### src/rtl/sd_pkg.sv
// Shared constants and state types for the SD single-block reader and its SPI_WB byte engine.
// SD_BLOCK_READER_CRC16_EN enables the CRC16-CCITT helper used for data-block checking.
package sd_pkg;

  localparam logic [3:0] SPI_ADDR_DATA   = 4'h0;
  localparam logic [3:0] SPI_ADDR_STATUS = 4'h1;
  localparam logic [3:0] SPI_ADDR_CTRL   = 4'h2;

  localparam int unsigned STATUS_BUSY_BIT = 0;
  localparam int unsigned CTRL_CS_BIT     = 0;

  localparam logic [7:0] CMD17_OPCODE = 8'h51;
  localparam logic [7:0] DATA_TOKEN   = 8'hFE;
  localparam logic [7:0] FILL_BYTE    = 8'hFF;

  localparam logic [1:0] ERR_NONE       = 2'd0;
  localparam logic [1:0] ERR_R1_TIMEOUT = 2'd1;
  localparam logic [1:0] ERR_R1_NONZERO = 2'd2;
  localparam logic [1:0] ERR_TOKEN      = 2'd3;

  typedef enum logic [2:0] {
    ST_IDLE,
    ST_CS_ON,
    ST_SEND_CMD,
    ST_WAIT_R1,
    ST_WAIT_TOKEN,
    ST_READ_DATA,
    ST_READ_CRC,
    ST_CS_OFF
  } rd_state_e;

  typedef enum logic [2:0] {
    X_IDLE,
    X_CTRL,
    X_WR,
    X_STAT,
    X_RD
  } xfer_state_e;

`ifdef SD_BLOCK_READER_CRC16_EN
  function automatic logic [15:0] crc16_ccitt_byte(input logic [15:0] crc, input logic [7:0] d);
    logic [15:0] c;
    logic        fb;
    c = crc;
    for (int unsigned i = 0; i < 8; i++) begin
      fb = c[15] ^ d[7-i];
      c  = {c[14:0], 1'b0} ^ (fb ? 16'h1021 : 16'h0000);
    end
    return c;
  endfunction
`endif

endpackage

### src/rtl/Wishbone_bus.sv
// Classic single-cycle Wishbone link between the block reader (M) and the SPI_WB peripheral (S).
interface Wishbone_bus;
  logic       cyc;
  logic       stb;
  logic       we;
  logic [3:0] adr;
  logic [7:0] dat_w;
  logic [7:0] dat_r;
  logic       ack;

  modport M (output cyc, stb, we, adr, dat_w, input dat_r, ack);
  modport S (input cyc, stb, we, adr, dat_w, output dat_r, ack);
endinterface

### src/rtl/spi_wb_xfer.sv
// SPI_WB byte engine: one full-duplex byte (write DATA, poll STATUS, read DATA) or one CTRL write.
// Exactly one Wishbone cycle is outstanding; request fields stay static until ack.
module spi_wb_xfer
  import sd_pkg::*;
(
  input  logic       clk,
  input  logic       rst,
  Wishbone_bus.M     bus,
  input  logic [7:0] tx_i,
  input  logic       start_i,
  input  logic       cs_wr_i,
  input  logic       cs_i,
  output logic [7:0] rx_o,
  output logic       done_o
);

  xfer_state_e st_q, st_d;
  logic [7:0]  tx_q, tx_d;
  logic [7:0]  rx_q, rx_d;
  logic        done_q, done_d;

  always_ff @(posedge clk) begin
    if (rst) begin
      st_q   <= X_IDLE;
      tx_q   <= '0;
      rx_q   <= '0;
      done_q <= 1'b0;
    end else begin
      st_q   <= st_d;
      tx_q   <= tx_d;
      rx_q   <= rx_d;
      done_q <= done_d;
    end
  end

  always_comb begin
    st_d      = st_q;
    tx_d      = tx_q;
    rx_d      = rx_q;
    done_d    = 1'b0;
    bus.cyc   = 1'b0;
    bus.stb   = 1'b0;
    bus.we    = 1'b0;
    bus.adr   = SPI_ADDR_DATA;
    bus.dat_w = tx_q;
    case (st_q)
      X_IDLE: begin
        if (cs_wr_i) begin
          tx_d              = '0;
          tx_d[CTRL_CS_BIT] = cs_i;
          st_d              = X_CTRL;
        end else if (start_i) begin
          tx_d = tx_i;
          st_d = X_WR;
        end
      end
      X_CTRL: begin
        bus.cyc = 1'b1;
        bus.stb = 1'b1;
        bus.we  = 1'b1;
        bus.adr = SPI_ADDR_CTRL;
        if (bus.ack) begin
          done_d = 1'b1;
          st_d   = X_IDLE;
        end
      end
      X_WR: begin
        bus.cyc = 1'b1;
        bus.stb = 1'b1;
        bus.we  = 1'b1;
        if (bus.ack) st_d = X_STAT;
      end
      X_STAT: begin
        // A busy reply keeps the request up, which starts a fresh STATUS read.
        bus.cyc = 1'b1;
        bus.stb = 1'b1;
        bus.adr = SPI_ADDR_STATUS;
        if (bus.ack && !bus.dat_r[STATUS_BUSY_BIT]) st_d = X_RD;
      end
      X_RD: begin
        bus.cyc = 1'b1;
        bus.stb = 1'b1;
        if (bus.ack) begin
          rx_d   = bus.dat_r;
          done_d = 1'b1;
          st_d   = X_IDLE;
        end
      end
      default: st_d = X_IDLE;
    endcase
  end

  assign rx_o   = rx_q;
  assign done_o = done_q;

endmodule

### src/rtl/sd_block_reader.sv
// SD card single-block (CMD17) reader over an SPI_WB peripheral, streaming 512 bytes out.
// Define SD_BLOCK_READER_CRC16_EN to check the data CRC16-CCITT; otherwise CRC bytes are discarded.
module sd_block_reader
  import sd_pkg::*;
#(
  parameter int unsigned RESP_TIMEOUT  = 16,
  parameter int unsigned TOKEN_TIMEOUT = 8192
) (
  input  logic        clk,
  input  logic        rst,
  Wishbone_bus.M      bus,
  input  logic        req_valid,
  output logic        req_ready,
  input  logic [31:0] req_lba,
  output logic [7:0]  out_data,
  output logic        out_valid,
  input  logic        out_ready,
  output logic        out_last,
  output logic        done,
  output logic        err,
  output logic [1:0]  err_code
);

  localparam logic [15:0] RESP_LAST  = 16'(RESP_TIMEOUT - 1);
  localparam logic [15:0] TOKEN_LAST = 16'(TOKEN_TIMEOUT - 1);

  rd_state_e   state_q, state_d;
  logic [31:0] lba_q, lba_d;
  logic        pend_q, pend_d;
  logic [15:0] cnt_q, cnt_d;
  logic [8:0]  byte_q, byte_d;
  logic [7:0]  out_data_q, out_data_d;
  logic        out_valid_q, out_valid_d;
  logic        out_last_q, out_last_d;
  logic        done_q, done_d;
  logic        err_q, err_d;
  logic        fail_q, fail_d;
  logic [1:0]  err_code_q, err_code_d;
`ifdef SD_BLOCK_READER_CRC16_EN
  logic [15:0] crc_q, crc_d;
  logic [7:0]  crc_hi_q, crc_hi_d;
`endif

  logic [7:0] x_tx;
  logic       x_start;
  logic       x_cs_wr;
  logic       x_cs;
  logic [7:0] x_rx;
  logic       x_done;

  spi_wb_xfer u_xfer (
    .clk     (clk),
    .rst     (rst),
    .bus     (bus),
    .tx_i    (x_tx),
    .start_i (x_start),
    .cs_wr_i (x_cs_wr),
    .cs_i    (x_cs),
    .rx_o    (x_rx),
    .done_o  (x_done)
  );

  // The completion-pulse cycle is not an accept slot, so a held request lands one cycle later.
  assign req_ready = (state_q == ST_IDLE) && !done_q && !err_q;

  always_ff @(posedge clk) begin
    if (rst) begin
      state_q     <= ST_IDLE;
      lba_q       <= '0;
      pend_q      <= 1'b0;
      cnt_q       <= '0;
      byte_q      <= '0;
      out_data_q  <= '0;
      out_valid_q <= 1'b0;
      out_last_q  <= 1'b0;
      done_q      <= 1'b0;
      err_q       <= 1'b0;
      fail_q      <= 1'b0;
      err_code_q  <= ERR_NONE;
`ifdef SD_BLOCK_READER_CRC16_EN
      crc_q       <= '0;
      crc_hi_q    <= '0;
`endif
    end else begin
      state_q     <= state_d;
      lba_q       <= lba_d;
      pend_q      <= pend_d;
      cnt_q       <= cnt_d;
      byte_q      <= byte_d;
      out_data_q  <= out_data_d;
      out_valid_q <= out_valid_d;
      out_last_q  <= out_last_d;
      done_q      <= done_d;
      err_q       <= err_d;
      fail_q      <= fail_d;
      err_code_q  <= err_code_d;
`ifdef SD_BLOCK_READER_CRC16_EN
      crc_q       <= crc_d;
      crc_hi_q    <= crc_hi_d;
`endif
    end
  end

  always_comb begin
    state_d     = state_q;
    lba_d       = lba_q;
    pend_d      = pend_q;
    cnt_d       = cnt_q;
    byte_d      = byte_q;
    out_data_d  = out_data_q;
    out_valid_d = out_valid_q;
    out_last_d  = out_last_q;
    done_d      = 1'b0;
    err_d       = 1'b0;
    fail_d      = fail_q;
    err_code_d  = err_code_q;
`ifdef SD_BLOCK_READER_CRC16_EN
    crc_d       = crc_q;
    crc_hi_d    = crc_hi_q;
`endif
    x_tx    = FILL_BYTE;
    x_start = 1'b0;
    x_cs_wr = 1'b0;
    x_cs    = 1'b0;

    if (out_valid_q && out_ready) begin
      out_valid_d = 1'b0;
      out_last_d  = 1'b0;
    end

    case (state_q)
      ST_IDLE: begin
        if (req_valid && req_ready) begin
          lba_d      = req_lba;
          err_code_d = ERR_NONE;
          fail_d     = 1'b0;
          cnt_d      = '0;
          byte_d     = '0;
          pend_d     = 1'b0;
`ifdef SD_BLOCK_READER_CRC16_EN
          crc_d      = '0;
`endif
          state_d    = ST_CS_ON;
        end
      end
      ST_CS_ON: begin
        if (!pend_q) begin
          x_cs_wr = 1'b1;
          x_cs    = 1'b1;
          pend_d  = 1'b1;
        end else if (x_done) begin
          pend_d  = 1'b0;
          cnt_d   = '0;
          state_d = ST_SEND_CMD;
        end
      end
      ST_SEND_CMD: begin
        case (cnt_q[2:0])
          3'd0:    x_tx = CMD17_OPCODE;
          3'd1:    x_tx = lba_q[31:24];
          3'd2:    x_tx = lba_q[23:16];
          3'd3:    x_tx = lba_q[15:8];
          3'd4:    x_tx = lba_q[7:0];
          default: x_tx = FILL_BYTE;
        endcase
        if (!pend_q) begin
          x_start = 1'b1;
          pend_d  = 1'b1;
        end else if (x_done) begin
          pend_d = 1'b0;
          if (cnt_q == 16'd5) begin
            cnt_d   = '0;
            state_d = ST_WAIT_R1;
          end else begin
            cnt_d = cnt_q + 16'd1;
          end
        end
      end
      ST_WAIT_R1: begin
        if (!pend_q) begin
          x_start = 1'b1;
          pend_d  = 1'b1;
        end else if (x_done) begin
          pend_d = 1'b0;
          if (!x_rx[7]) begin
            cnt_d = '0;
            if (x_rx == 8'h00) begin
              state_d = ST_WAIT_TOKEN;
            end else begin
              fail_d     = 1'b1;
              err_code_d = ERR_R1_NONZERO;
              state_d    = ST_CS_OFF;
            end
          end else if (cnt_q == RESP_LAST) begin
            fail_d     = 1'b1;
            err_code_d = ERR_R1_TIMEOUT;
            cnt_d      = '0;
            state_d    = ST_CS_OFF;
          end else begin
            cnt_d = cnt_q + 16'd1;
          end
        end
      end
      ST_WAIT_TOKEN: begin
        if (!pend_q) begin
          x_start = 1'b1;
          pend_d  = 1'b1;
        end else if (x_done) begin
          pend_d = 1'b0;
          if (x_rx == DATA_TOKEN) begin
            cnt_d   = '0;
            byte_d  = '0;
            state_d = ST_READ_DATA;
          end else if (x_rx != FILL_BYTE || cnt_q == TOKEN_LAST) begin
            fail_d     = 1'b1;
            err_code_d = ERR_TOKEN;
            cnt_d      = '0;
            state_d    = ST_CS_OFF;
          end else begin
            cnt_d = cnt_q + 16'd1;
          end
        end
      end
      ST_READ_DATA: begin
        // A byte still waiting for the consumer holds off the next SPI exchange.
        if (!pend_q && !out_valid_q) begin
          x_start = 1'b1;
          pend_d  = 1'b1;
        end else if (pend_q && x_done) begin
          pend_d      = 1'b0;
          out_data_d  = x_rx;
          out_valid_d = 1'b1;
          out_last_d  = (byte_q == 9'd511);
          byte_d      = byte_q + 9'd1;
`ifdef SD_BLOCK_READER_CRC16_EN
          crc_d       = crc16_ccitt_byte(crc_q, x_rx);
`endif
          if (byte_q == 9'd511) begin
            cnt_d   = '0;
            state_d = ST_READ_CRC;
          end
        end
      end
      ST_READ_CRC: begin
        if (!pend_q && !out_valid_q) begin
          x_start = 1'b1;
          pend_d  = 1'b1;
        end else if (pend_q && x_done) begin
          pend_d = 1'b0;
          if (cnt_q[0]) begin
            cnt_d   = '0;
            state_d = ST_CS_OFF;
`ifdef SD_BLOCK_READER_CRC16_EN
            if ({crc_hi_q, x_rx} != crc_q) begin
              fail_d     = 1'b1;
              err_code_d = ERR_TOKEN;
            end
`endif
          end else begin
            cnt_d = cnt_q + 16'd1;
`ifdef SD_BLOCK_READER_CRC16_EN
            crc_hi_d = x_rx;
`endif
          end
        end
      end
      ST_CS_OFF: begin
        // Phase 0 drops chip-select; phase 1 clocks one trailing fill byte.
        if (!cnt_q[0]) begin
          if (!pend_q) begin
            x_cs_wr = 1'b1;
            x_cs    = 1'b0;
            pend_d  = 1'b1;
          end else if (x_done) begin
            pend_d = 1'b0;
            cnt_d  = 16'd1;
          end
        end else begin
          if (!pend_q) begin
            x_start = 1'b1;
            pend_d  = 1'b1;
          end else if (x_done) begin
            pend_d  = 1'b0;
            cnt_d   = '0;
            state_d = ST_IDLE;
            if (fail_q) err_d = 1'b1;
            else        done_d = 1'b1;
            fail_d  = 1'b0;
          end
        end
      end
      default: state_d = ST_IDLE;
    endcase
  end

  assign out_data  = out_data_q;
  assign out_valid = out_valid_q;
  assign out_last  = out_last_q;
  assign done      = done_q;
  assign err       = err_q;
  assign err_code  = err_code_q;

endmodule
### src/flat_wrapper.sv
// flat-port wrapper written by rule: the top's interface ports become plain ports
module sd_block_reader_flat import sd_pkg::*;
#(
  parameter int unsigned RESP_TIMEOUT  = 16,
  parameter int unsigned TOKEN_TIMEOUT = 8192
)
  (clk, rst, req_valid, req_ready, req_lba, out_data, out_valid, out_ready, out_last, done, err, err_code, bus_cyc, bus_stb, bus_we, bus_adr, bus_dat_w, bus_dat_r, bus_ack);
  Wishbone_bus bus_i ();
  input  logic clk;
  input  logic rst;
  input  logic req_valid;
  output logic req_ready;
  input  logic [31:0] req_lba;
  output logic [7:0] out_data;
  output logic out_valid;
  input  logic out_ready;
  output logic out_last;
  output logic done;
  output logic err;
  output logic [1:0] err_code;
  output wire logic [$bits(bus_i.cyc)-1:0] bus_cyc;
  output wire logic [$bits(bus_i.stb)-1:0] bus_stb;
  output wire logic [$bits(bus_i.we)-1:0] bus_we;
  output wire logic [$bits(bus_i.adr)-1:0] bus_adr;
  output wire logic [$bits(bus_i.dat_w)-1:0] bus_dat_w;
  input wire logic [$bits(bus_i.dat_r)-1:0] bus_dat_r;
  input wire logic [$bits(bus_i.ack)-1:0] bus_ack;
  assign bus_cyc = bus_i.cyc;
  assign bus_stb = bus_i.stb;
  assign bus_we = bus_i.we;
  assign bus_adr = bus_i.adr;
  assign bus_dat_w = bus_i.dat_w;
  assign bus_i.dat_r = bus_dat_r;
  assign bus_i.ack = bus_ack;
  sd_block_reader #(.RESP_TIMEOUT(RESP_TIMEOUT), .TOKEN_TIMEOUT(TOKEN_TIMEOUT)) u_core (.clk(clk), .rst(rst), .bus(bus_i), .req_valid(req_valid), .req_ready(req_ready), .req_lba(req_lba), .out_data(out_data), .out_valid(out_valid), .out_ready(out_ready), .out_last(out_last), .done(done), .err(err), .err_code(err_code));
endmodule
### config.mk
export PLATFORM = sky130hd
export DESIGN_NAME = sd_block_reader_flat
export DESIGN_NICKNAME = d
export VERILOG_FILES = /design/src/rtl/sd_pkg.sv /design/src/rtl/Wishbone_bus.sv /design/src/rtl/spi_wb_xfer.sv /design/src/rtl/sd_block_reader.sv /design/src/flat_wrapper.sv
export SDC_FILE = /design/constraint.sdc
export NUM_CORES = 1
export LEC_CHECK = 0
export BUFFER_PORTS_ARGS = -buffer_cell sky130_fd_sc_hd__buf_2
export CORE_MARGIN = 2
export CORE_UTILIZATION = 57
export DETAILED_ROUTE_END_ITERATION = 10
export PLACE_DENSITY_LB_ADDON = 0.15
export SLEW_MARGIN = 5
export SYNTH_ARGS = -nofsm -noshare
export SYNTH_HDL_FRONTEND = slang
export SYNTH_SLANG_ARGS = --single-unit
### constraint.sdc
create_clock -name clk -period 2.95 [get_ports clk]
set_clock_uncertainty 0.15 [all_clocks]
set_input_delay 0.7375 -clock clk [delete_from_list [all_inputs] [get_ports clk]]
set_output_delay 0.7375 -clock clk [all_outputs]
set_load 0.02 [all_outputs]
; ---- Word-level counts from Yosys, hierarchy flattened
; Cells that the tools add are included.
[word_totals]
reg_bits = 96
in_bits = 45
output_inout_bits = 30
elab_cells = 236
[op_classes]
add_sub_neg = 2
eq_ne = 51
n_mux = 119
bitwise = 6
n_reduce_logical = 41
[ops]
columns = cell, count
row1 = $mux 16, 25
row2 = $pmux 16 s8, 1
row3 = $mux 3, 28
row4 = $mux 9, 6
row5 = $pmux 8 s5, 1
row6 = $mux 1, 35
row7 = $ne 2x1->1 const B, 14
row8 = $pmux 9 s3, 1
row9 = $mux 8, 3
row10 = $pmux 3 s8, 1
row11 = $mux 2, 11
row12 = $ne 2x2->1 const B, 11
row13 = $reduce_and 21->1, 1
row14 = $eq 3x2->1 const B, 6
row15 = $eq 3x3->1 const B, 6
row16 = $add 16x1->16 const B, 1
row17 = $eq 16x13->1 const B, 1
row18 = $eq 16x3->1 const B, 1
row19 = $eq 16x4->1 const B, 1
row20 = $reduce_and 16->1, 1
row21 = $reduce_and 14->1, 1
row22 = $reduce_and 13->1, 1
row23 = $pmux 3 s4, 1
row24 = $reduce_and 10->1, 1
row25 = 30 further kinds, 60

; ---- Longest topological paths before layout
; Gate-level depths: netlist of run 1.
[logic_depth]
ltp_word = 7
depth_mapped = 10
mapped_depth_nobuf = 10

; ---- Hierarchy
; Synthesis of run 1 repeated with hierarchy kept, for this count alone.
[unflattened]
cells_unflattened = 582
hier_area_um2 = 4772.1
[modules_own_cells]
columns = mod, n_inst, cells_per_inst, area_per_inst_um2
row1 = sd_block_reader, 1, 484, 3834.9
row2 = spi_wb_xfer, 1, 98, 937.1

; ---- Least setup slack after synthesis of run 1
; OpenSTA, ideal clock, no wires.
[synth_path]
path_kind = register to register
from = register u_core.byte_q[0]
to = register u_core.state_q[1]
setup_ns = 0.143
arrival_ns = 2.130
setup_slack_ns = 0.527
path_stages_with_launch = 11
synth_period_minus_slack_ns = 2.423
path_cell_list = dfxtp_1 > ha_1 > nand3_1 > nor2_1 > ha_1 > nor2b_1 > o221a_2 > nor3_2 > nand2_1 > nor4_2 > a2111oi_2
[synth_via]
elab_chain_cells = 3
[synth_rtl]
columns = element, line
row1 = from (decl), sd_block_reader.sv:31  ; logic [8:0] byte_q, byte_d;
row2 = from (signal assigned), sd_block_reader.sv:89  ; byte_q <= byte_d;
row3 = $eq 9x9->1, sd_block_reader.sv:238  ; if (byte_q == 9'd511) begin
row4 = $ne 2x1->1 (no line), --
row5 = $reduce_and 21->1 (no line), --
row6 = to (signal assigned), sd_block_reader.sv:85  ; state_q <= state_d;
row7 = to (decl), sd_block_reader.sv:27  ; rd_state_e state_q, state_d;
; No other way between the ends.
; A chain may end at the register's enable or synchronous reset.

; ---- Worst setup path in the final report of run 1
[layout_path]
from = register u_core.state_q[0]
to = output port req_ready
[layout_via]
elab_chain_cells = 3
[layout_rtl]
columns = element, line
row1 = $logic_not 3->1, sd_block_reader.sv:64  ; assign req_ready = (state_q == ST_IDLE) && !done_q && !err_q;
row2 = $logic_and 1x1->1 (2 in a row), sd_block_reader.sv:64
row3 = to (decl), flat_wrapper.sv:12  ; output logic req_ready;
; No other way between the ends.

==> impl_results.md, run 1 <==
- Status: complete, no violations
- Logic pwr share: 37.1%
- Fin util: 66.3%
- Antenna Nets Post-Route: 0
- Most used DFF post-synth: dfxtp_1
- FF/Latch Area: 0.00192 mm²
- RD Place Congestion: 0.920
- DRC: 0
- First-pass detailed-route iteration total: 5
- Sequential share of power: 41.0%
- Clock sink count: 96
- Drt wl/cell: 15.0 µm
- Syn Area/Cell: 8.15 µm²
- Root Driver: clkbuf_8
- Final period util: 95.6%
- Multi-input gate area: 0.00267 mm²
- Final Non-Filler Cells: 756
- Syn Inst Count: 589
- Slew HR: 48.3%
- Final #Nets: 698
- CTS Buf Count: 9
- Fillers: 709
- VDD IR-drop max: 532 µV
- Core area: 0.00818 mm²
- Worst Hold Class: flip-flop to flip-flop
- Critical path endpoint category: primary output
- I/O pin count: 75
- Vias in the first global route: 3994
- Share of post-route cells with drive strength above 1: 19.8%
- WP data required: 2060 ps
- Htree depth: 3
- Layout area overhead: 12.8%
- Leakage: 0.00207 µW
- Warnings from Yosys: 0
- Clock network power share: 21.9%
- Tmin final: 2820 ps
- Top area cells in the synthesized netlist: dfxtp_1 40%, nand2_1 8.5%, a21oi_1 6.5%, nor2_1 4.8%, mux2i_1 4.4%
- Worst Path Arrival: 1930 ps
- Hold_buf cts: 0
- Die area: 0.00917 mm²
- Clock slew at reported path FFs: 100 ps
- Switch share: 40.3%
- CTS tree: done
- Post-CTS Repair Setup Buffers: 0
- Synth Cell Area: 0.00480 mm²
- Via density: 5.80
- Post_cts resized: 0
- Remaining global-route overflow: 0
- Largest net degree at the start of global routing: 75
- Top-area cell type share of the netlist area: 40.0%
- Antenna cells: 0
- Final Hold Slack: 310 ps
- Cell variety after synth: 82
- Power Density: 753 mW/mm²
- Die H: 95.8 µm
- Starting DRT DRC Count: 321
- Async set or reset register ratio after synthesis: 0%
- Critical path class: flip-flop to primary output
- Skew-Pair Late Insertion Delay: 370 ps
- Port Buffers: 72
- Clock buffer depth: 2
- Initial Util: 58.7%
- Gr usage total: 25.5%
- Antenna violations before repair: 0
- Number of synthesized flops with an enable pin: 0
- Psw: 1640 µW
- Final Hold Viols: 0
- Final WS setup: 131 ps
- Detailed Place HPWL: 8.03 mm
- Global-route wire length before repair: 18.6 mm
- Rows: 33
- Drt total wl: 11.3 mm
- Slew Viols, Final: 0
- RSZ-0062 raised after global routing: no
- Via count: 4386
- Place WS: 300 ps
- Final Setup Violations: 0
- Largest area contributor in the netlist: dfxtp_1
- DP Cell Count: 740
- Die X: 95.8 µm
- Fin Setup TNS: 0 ps
- Post-synthesis sequential area ratio: 40.0%
- Internal power: 2440 µW
- CP max FO: 21
- Actual slew at the worst max-slew pin: 774 ps
- Max_cap viols: 0
- Startpoint types: flip-flop
- F_max: 355 MHz
- Register bit total from synthesis: 96
cell usage after synthesis, drive strengths merged, types with 2 or more instances:
library cell / instances
a311oi: 2
buf: 18
a211oi: 2
nand3: 14
or3: 5
a221oi: 3
and2: 5
or4: 3
and3b: 3
a32oi: 5
clkbuf: 21
nor3b: 3
nand4: 7
o31ai: 2
xnor2: 7
a2111oi: 3
nor2b: 3
nor2: 61
and3: 5
a31oi: 9
nor4: 3
dfxtp: 96
nor3: 17
mux2i: 21
nand2: 109
o21bai: 2
a22oi: 9
nor4b: 2
xor2: 6
o21ai: 30
ha: 7
a32o: 2
o311ai: 4
inv: 9
a21o: 4
a21oi: 64
final cells by class:
| type | count | share of cell area [%] |
|---|---|---|
| clock buffers | 9 | 2.29 |
| inverters | 10 | 0.693 |
| well taps | 105 | 2.43 |
| multi-input cells | 445 | 49.3 |
| clock inverters | 7 | 1.46 |
| flip-flops and latches | 96 | 35.5 |
| repair buffers | 84 | 8.32 |
state kept, by name, summed over array words and instances (netlist names):
register,count
u_core.fail_q,1
u_core.state_q,3
u_core.u_xfer.rx_o,8
u_core.done,1
u_core.lba_q,32
u_core.out_last,1
u_core.u_xfer.bus.dat_w,8
u_core.u_xfer.done_o,1
u_core.cnt_q,16
u_core.err,1
u_core.out_valid,1
u_core.out_data,8
u_core.err_code,2
u_core.u_xfer.st_q,3
u_core.byte_q,9
u_core.pend_q,1
metrics by stage:
| step | power [µW] | cell area, µm² |
|---|---|---|
| final | 4080 | 5420 |
| after global routing | 4330 | 5420 |
| after CTS | 4080 | 5420 |
| after detailed placement | 3190 | 5210 |
| after global placement | 3160 | 5210 |
| after floorplan | 2810 | 4810 |
placed cells by master, fill, tap and decap left out, types with 3 or more instances in the layout:
master	instances
or3_1	3
or4_1	3
a32oi_1	5
nand4_1	6
xnor2_1	7
inv_1	9
clkbuf_8	9
nor3b_1	3
buf_2	72
xor2_1	6
a21o_1	4
a31oi_1	8
ha_1	7
a22oi_1	9
nand2_1	109
buf_4	12
nand3_1	12
dfxtp_1	96
nor2_1	61
o21ai_0	29
nor3_1	14
mux2i_1	21
and2_1	3
and3b_1	3
and3_1	4
a21oi_1	62
cells by family after synthesis:
| kind of cell | Yosys count | share of synthesized area (%) |
|---|---|---|
| and+or+nand+nor | 246 | 24.7 |
| AOI/OAI and AO/OA | 155 | 21.7 |
| DFF | 96 | 40.0 |
| buffers and inverters | 49 | 4.64 |
| muxes | 22 | 4.61 |
| xor gates and xnor gates | 13 | 2.37 |
| adders and majority gates | 7 | 1.82 |
| other | 1 | 0.0781 |
worst paths after layout:
kind                startpoint           endpoint  slack, ps  cells after the start
min reg2reg   u_core.lba_q[18]   u_core.lba_q[18]        310                      2
max          u_core.state_q[0]          req_ready        130                      3
min           u_core.lba_q[18]   u_core.lba_q[18]        310                      2
max reg2reg   u_core.byte_q[0]  u_core.state_q[1]        260                     10
layer usage:
metal / global-route usage, % / wire length (µm) / vias to the layer above / part of all wire (%)
met5: 0 / 0 / - / 0
met4: 9.29 / 185 / 0 / 1.6
met3: 3.21 / 547 / 17 / 4.8
met2: 38.9 / 5060 / 133 / 45
met1: 37.0 / 5530 / 2046 / 49
li1: - / - / 2190 / -
power by group through the flow:
stage	registers, µW	clock network, µW	logic, µW
finish	1670	894	1510
global route	1690	964	1680
CTS	1670	909	1510
detailed placement	1690	0	1500
global placement	1690	0	1470
floorplan	1640	0	1170
critical path, cell delays in order, from the launching register on:
cell	delay, ps
dfxtp_1	570
or3_4	530
nor3_1	230
buf_2	220
(Power assumes the default switching activity.)
==> run 2, diff against run 1 <==
- clock period: 2.95 -> 2.75 ns (I/O delays scaled with it)
==> run 2 against run 1 <==
  * Cell count grew 1.1%
  * Flip-flop and latch count unchanged
  * Via count grew 2.0%
  * Combinational power grew 15%
  * Setup slack worse by 66 ps
  * Critical path type unchanged
  * Largest power group unchanged
==> impl_results.md, run 2 (synthesized netlist as in run 1, its figures left out) <==
- Core area: 0.00818 mm²
- DRC: 0
- R2R depth: 10
- Tmin final: 2690 ps
- Hold worst-path end: u_core.lba_q[11]
- First-pass detailed-route iteration total: 5
- Clock sink count: 96
- Via count: 4474
- WP data required: 1910 ps
- Most common cell after layout, fill and taps aside: nand2_1
- Worst Hold Path Cells: 2
- Drt wl/cell: 15.3 µm
- Final Non-Filler Cells: 764
- Final period util: 97.7%
- RD Place Congestion: 0.881
- Met2 usage: 40.1%
- Gr usage total: 26.4%
- Post-CTS Repair Setup Buffers: 0
- Max reg flops: 32
- Leakage: 0.00210 µW
- Biggest registers after layout: u_core.lba_q: 32 flops, u_core.cnt_q: 16 flops, u_core.byte_q: 9 flops
- Remaining global-route overflow: 0
- Vias in the first global route: 3902
- CTS Buf Count: 9
- Worst Hold Class: flip-flop to flip-flop
- Skew-Pair Late Insertion Delay: 370 ps
- Worst reg2reg path endpoint: u_core.cnt_q[12]
- Reg-to-reg setup timing slack: 170 ps
- CP max FO: 17
- CTS tree: done
- Drt total wl: 11.7 mm
- Antenna cells: 0
- Startpoint types: flip-flop
- Detailed Place HPWL: 8.24 mm
- Clock buffer depth: 2
- Die X: 95.8 µm
- Status: complete, no violations
- Layout area overhead: 14.0%
- Port Buffers: 72
- Max_cap viols: 0
- Via density: 5.86
- Antenna Nets Post-Route: 0
- Slew HR: 47.7%
- GRT busiest layer: met2
- Hold_buf cts: 0
- Fin util: 66.9%
- Initial Util: 58.7%
- Share of post-route cells with drive strength above 1: 21.1%
- Htree depth: 3
- F_max: 372 MHz
- Critical path class: flip-flop to primary output
- VDD IR-drop max: 727 µV
- Die H: 95.8 µm
- Met3 GRT Util: 4.70%
- Final Hold Viols: 0
- Biggest register: u_core.lba_q
- Final #Nets: 706
- Worst Path Arrival: 1850 ps
- Final Hold Slack: 312 ps
- Power Density: 803 mW/mm²
- Final Setup Violations: 0
- DP Cell Count: 748
- Largest net degree at the start of global routing: 75
- I/O pin count: 75
- Clock slew at reported path FFs: 100 ps
- Starting DRT DRC Count: 300
- Actual slew at the worst max-slew pin: 785 ps
- Worst r2r src: u_core.byte_q[0]
- Rows: 33
- Critical path endpoint category: primary output
- Fin Setup TNS: 0 ps
- Antenna violations before repair: 0
- Global-route wire length before repair: 19.2 mm
- Hold Startpoint: u_core.lba_q[11]
- M1 GR Usage: 39.0%
- Slew Viols, Final: 0
- Root Driver: clkbuf_8
- Commonest non-fill, non-tap cells in the layout: 109 x nand2_1, 95 x dfxtp_1, 72 x buf_2
- Die area: 0.00917 mm²
[run 2: cell types whose count changed in the layout (fill, tap and decap cells not counted), sizes merged]
cell / before / now
buf: 84 / 92
bufinv: 1 / 0
clkbuf: 9 / 10
clkinv: 2 / 1
clkinvlp: 2 / 3
[run 2: timing repair]
item	CTS	global route
hold endpoints to repair	0	0
endpoints found under the setup margin	1	9
resized for setup	1	2
[run 2: power breakdown]
part	internal, µW	switching (µW)
Sequential	1580	187
Clock	364	534
Combinational	657	1080
[run 2: metal layers]
layer / vias to the layer above / part of all wire [%]
met3: 18 / 5.2
li1: 2211 / -
met4: 0 / 1.3
met1: 2117 / 48
met5: - / 0
met2: 128 / 45
[run 2: worst max-delay path, cell delays in order, from the launching register on]
cell and delay [ps]:
dfxtp_1 420, buf_4 240, or3_4 450, nor3_2 170, buf_2 200
[run 2: how the worst max path moves through the flow]
stage	startpoint	to	slack (ps)	cells after the start
floorplan	u_core.byte_q[0]	u_core.state_q[1]	330	10
global placement	rst	u_core.byte_q[8]	150	5
detailed placement	rst	u_core.byte_q[3]	70	5
CTS	u_core.byte_q[0]	u_core.state_q[1]	70	10
global route	u_core.byte_q[0]	u_core.state_q[1]	-10	10
finish	u_core.state_q[2]	req_ready	60	4
[run 2: final cells by class]
class	instances	area (µm²)
fillers	707	2700
repair buffers	92	510
flip-flops and latches	96	1920
multi-input cells	445	2680
clock buffers	10	138
well taps	105	131
clock inverters	6	48.8
inverters	10	37.5
[run 2: stage by stage]
step	setup WS, ps	cell area (µm²)	power, µW
2_1_floorplan	327	4810	3010
3_3_place_gp	148	5270	3450
3_5_place_dp	65.5	5270	3480
4_1_cts	66.3	5470	4380
5_1_grt	-12.6	5470	4670
6_report	64.3	5470	4390
